### src/rtl/pipelined_adder.sv
// Chunked pipelined adder: {cout,z} = x + y + cin, one WIDTH/STAGES slice resolved per stage.
// Optional signed-overflow output ovf is built when ADDER_OVF_EN is defined.
module pipelined_adder #(
  parameter int unsigned WIDTH  = 16,
  parameter int unsigned STAGES = 4
) (
  input  logic             clk,
  input  logic             rst,
  input  logic             in_valid,
  output logic             in_ready,
  input  logic [WIDTH-1:0] x,
  input  logic [WIDTH-1:0] y,
  input  logic             cin,
  output logic             out_valid,
  input  logic             out_ready,
  output logic [WIDTH-1:0] z,
  output logic             cout
`ifdef ADDER_OVF_EN
  ,
  output logic             ovf
`endif
);

  localparam int unsigned CHUNK = WIDTH / STAGES;

  if (WIDTH < 1 || STAGES < 1 || (WIDTH % STAGES) != 0) begin : g_bad_cfg
    $error("pipelined_adder: STAGES must be >= 1 and divide WIDTH exactly");
  end

  // Stage registers
  logic             v_q [STAGES];
  logic [WIDTH-1:0] x_q [STAGES];
  logic [WIDTH-1:0] y_q [STAGES];
  logic [WIDTH-1:0] s_q [STAGES];
  logic             c_q [STAGES];

  // Inputs seen by each stage: stage 0 from the ports, stage k from stage k-1
  logic             p_v [STAGES];
  logic [WIDTH-1:0] p_x [STAGES];
  logic [WIDTH-1:0] p_y [STAGES];
  logic [WIDTH-1:0] p_s [STAGES];
  logic             p_c [STAGES];

  // Stage results
  logic [WIDTH-1:0] s_d [STAGES];
  logic             c_d [STAGES];

  logic advance;

  assign out_valid = v_q[STAGES-1];
  assign z         = s_q[STAGES-1];
  assign cout      = c_q[STAGES-1];
  assign advance   = !out_valid || out_ready;
  assign in_ready  = advance && !rst;

  always_comb begin
    p_v[0] = in_valid && in_ready;
    p_x[0] = x;
    p_y[0] = y;
    p_s[0] = '0;
    p_c[0] = cin;
    for (int k = 1; k < STAGES; k++) begin
      p_v[k] = v_q[k-1];
      p_x[k] = x_q[k-1];
      p_y[k] = y_q[k-1];
      p_s[k] = s_q[k-1];
      p_c[k] = c_q[k-1];
    end
  end

  always_comb begin
    logic [CHUNK:0] t;
    t = '0;
    for (int k = 0; k < STAGES; k++) begin
      t = {1'b0, p_x[k][k*CHUNK +: CHUNK]} + {1'b0, p_y[k][k*CHUNK +: CHUNK]}
          + {{CHUNK{1'b0}}, p_c[k]};
      s_d[k] = p_s[k];
      s_d[k][k*CHUNK +: CHUNK] = t[CHUNK-1:0];
      c_d[k] = t[CHUNK];
    end
  end

  // Invalid beats leave the data registers alone; only the valid bits move
  always_ff @(posedge clk) begin
    if (rst) begin
      for (int k = 0; k < STAGES; k++) begin
        v_q[k] <= 1'b0;
        x_q[k] <= '0;
        y_q[k] <= '0;
        s_q[k] <= '0;
        c_q[k] <= 1'b0;
      end
    end else if (advance) begin
      for (int k = 0; k < STAGES; k++) begin
        v_q[k] <= p_v[k];
        if (p_v[k]) begin
          x_q[k] <= p_x[k];
          y_q[k] <= p_y[k];
          s_q[k] <= s_d[k];
          c_q[k] <= c_d[k];
        end
      end
    end
  end

`ifdef ADDER_OVF_EN
  logic msb_carry_in;
  logic ovf_d;
  logic ovf_q;

  // Carry into the MSB recovered from its sum bit, compared with the carry out
  assign msb_carry_in = p_x[STAGES-1][WIDTH-1] ^ p_y[STAGES-1][WIDTH-1]
                        ^ s_d[STAGES-1][WIDTH-1];
  assign ovf_d        = msb_carry_in ^ c_d[STAGES-1];
  assign ovf          = ovf_q;

  always_ff @(posedge clk) begin
    if (rst) begin
      ovf_q <= 1'b0;
    end else if (advance && p_v[STAGES-1]) begin
      ovf_q <= ovf_d;
    end
  end
`endif

endmodule
### config.mk
export PLATFORM = sky130hd
export DESIGN_NAME = pipelined_adder
export DESIGN_NICKNAME = d
export VERILOG_FILES = /design/src/rtl/pipelined_adder.sv
export SDC_FILE = /design/constraint.sdc
export NUM_CORES = 1
export LEC_CHECK = 0
export CAP_MARGIN = 20
export CORE_UTILIZATION = 49
export CTS_CLUSTER_SIZE = 28
export DETAILED_ROUTE_END_ITERATION = 6
export GPL_ROUTABILITY_DRIVEN = 0
export PLACE_DENSITY = 0.84
export SYNTH_ARGS = -nofsm -noshare
export SYNTH_HDL_FRONTEND = slang
export SYNTH_SLANG_ARGS = --single-unit
### constraint.sdc
create_clock -name clk -period 1.8 [get_ports clk]
set_clock_uncertainty 0.05 [all_clocks]
set_input_delay 0.27 -clock clk [delete_from_list [all_inputs] [get_ports clk]]
set_output_delay 0.27 -clock clk [all_outputs]
set_load 0.01 [all_outputs]
==> results_dict.tcl <==
set metrics [dict create \
    synth-seq-cells 96 \
    syn_to_final_growth_pct 23.07 \
    cts_tree "yes" \
    final-setup-viol-count 2 \
    synthTopCellsByArea "edfxtp_1 (68%), and2_1 (9.0%), fa_1 (3.8%)" \
    synth.avg_cell_area_um2 15.52 \
    ir_drop_mv 0.3958 \
    drc 0 \
    routed_wirelength_um 5291 \
    antenna_cells 0 \
    violations "setup timing" \
    endpoint_kind "register" \
    synth_edf_count 96 \
    dr.pass1.iters 4 \
    syn_area_mm2 0.004237 \
    cp.arrival_ps 1890 \
    grt_util_all_layers_pct 13.35 \
    drive_above_1_share_pct 18.16 \
    num_vias 2092 \
    grt_pass1_wl_um 8997 \
    postLayoutCoreUtil_pct 62.82 \
    ys_top_cells_by_count "edfxtp_1 (96), and2_1 (61), and2_2 (15), inv_1 (14), ha_1 (12)" \
    fmax_mhz 546.2 \
    critical_path_buf_inv_count 1 \
    wl_per_cell_um 11.71 \
    cp_top_family "adder cells" \
    layout.nets 399 \
    crit_slowest_cell "fa_2" \
    synth_top_area_share_pct 68.04 \
    grt_pass1_vias 1989 \
    design_power_total_mw 4.722 \
    stdcell_count 452 \
    cts_root_buf "clkbuf_8" \
    place_worst_setup_slack_ps -217.5 \
    numCtsBuffers 9 \
    antenna_found_initial 0 \
    die_w_um 94.99 \
    cp_num_cells 5 \
    overflow 0 \
    crit_chain "fa_2, fa_2, buf_4, xnor2_2, nor2_1" \
    worstMarginPinSlew_ps 428.5 \
    outcome "complete, but fails checks" \
    async_flop_share_pct 0 \
    drtAntennaViolNets 0 \
    ys_types 28 \
    critPathMaxStageDelay_ps 430 \
    worst_slack_ps -30.96 \
    ys.flop_type "edfxtp_1" \
    holdPathStages 1 \
    dieArea_mm2 0.009022 \
    synth_top_cell_by_area "edfxtp_1" \
    core-area_mm2 0.008299 \
    clk_latency_ps 350 \
    grt_start_max_net_pins 30 \
    cp.required_ps 1860 \
    hold_viol 0 \
    dp.cells 434 \
    htreeDepth 3 \
    fp-row-count 33 \
    period_share_pct 101.7 \
    syn_inst 273 \
    via_per_inst 4.628 \
    power_leakage_nw 2.030 \
    initial_core_util_pct 51.05 \
    crit_top_cell "fa_2" \
    clk_path_buf_depth 2 \
    crit_type "register to register" \
    slew_headroom_pct 71.43 \
    synth_most_common_cell "edfxtp_1" \
    power_density_mw_per_mm2 905.7 \
    yosys_warnings 0 \
    drv_slew 0 \
    cts.clk_slew.worst_paths_ps 90 \
    drv_cap 0 \
    io_buffer_count 55 \
    min_period_ps 1831 \
    rsz0062_at_grt "yes" \
    reg2regPathDepth 5 \
    worstPathMaxFanout 2 \
    dpl.hpwl_um 3735 \
    synthesis.nets 330 \
    io_pins 56 \
    cts_sinks 96 \
    start_kind "register" \
    seq_area_frac_synth_pct 68.04 \
    drt_iter0_drc 52 \
    min_path_type "register to register" \
    fp.dieH_um 94.99 \
]
==> what timing repair did <==
item | in CTS | in global routing
setup buffers | 1 | 1
hold endpoints to repair | 0 | 0
pin swaps | 0 | 6
resized for setup | 4 | 6
hold buffers | 0 | 0
cloned | 0 | 0
endpoints found under the setup margin | 4 | 5
==> sequential cells by signal, indices dropped and copies added (netlist names) <==
register / flops
x_q: 24
v_q: 4
c_q: 4
y_q: 24
s_q: 40
==> worst register-to-register path: cells and delay by family, from the launching register on <==
| family | cells | cell delay, ps |
|---|---|---|
| xor gates and xnor gates | 1 | 120 |
| adders and majority gates | 2 | 800 |
| and+or+nand+nor | 1 | 50 |
| DFF | 1 | 420 |
| buffers and inverters | 1 | 150 |
==> power breakdown <==
group / total [mW] / leakage (nW) / switching [mW] / internal (mW)
logic: 0.437 / 0.892 / 0.196 / 0.241
registers: 2.65 / 1.02 / 0.0397 / 2.61
clock network: 1.64 / 0.114 / 0.716 / 0.922
total: 4.72 / 2.03 / 0.952 / 3.77
==> layer usage <==
layer / GRT usage, % / wire length (um) / vias to the layer above
met5: 0 / 0 / -
met4: 6.061 / 90 / 0
met3: 3.382 / 239 / 7
met2: 22.00 / 2569 / 59
met1: 16.57 / 2391 / 941
li1: - / - / 1085
==> kinds of logic (layout without fill, tap and decap cells) <==
kind of cell    after synthesis  in the layout  synth area share (%)
xor+xnor                      1              1                0.2068
compound gates               19             19                 2.806
buf+inv                      25             99                 3.485
flops                        96             96                 68.04
simple gates                112            112                 18.13
fa+ha+maj                    20             20                 7.324
==> metrics by stage <==
step                area (um2)  TNS, ps  hold WS (ps)
floorplan                 4243        0         418.2
global placement          4935    -1168         454.2
detailed placement        4935    -2776         451.4
CTS                       5187   -41.68         467.3
global route              5214   -165.7         479.6
finish                    5214   -47.76         471.4
==> layout make-up <==
| class | count | area [um2] |
|---|---|---|
| fillers | 627 | 3085 |
| flip-flops and latches | 96 | 2883 |
| multi-input cells | 152 | 1236 |
| repair buffers | 65 | 649.4 |
| well taps | 105 | 131.4 |
| clock buffers | 9 | 123.9 |
| clock inverters | 7 | 117.6 |
| inverters | 18 | 72.57 |
==> worst paths after layout <==
check | start | to | slack (ps)
worst max-delay path | c_q[0][2] | s_q[0][62] | -30
worst min-delay path | y_q[0][8] | y_q[0][24] | 470
worst max register to register | c_q[0][2] | s_q[0][62] | -30
worst min register to register | y_q[0][8] | y_q[0][24] | 470
==> placed cells by master (no fill, tap or decap), types with 4 or more instances in the layout <==
cell type         n
fa_2              5
ha_1             12
nand3b_4          4
nor2b_1           4
buf_4             8
nor2_1            7
nor3_1            6
edfxtp_1         96
clkbuf_8          9
and2_2           15
and2_1           61
a21oi_1           7
a21boi_0          4
clkdlybuf4s50_1  54
inv_1            14
No activity file was read; power rests on OpenSTA's default activity.
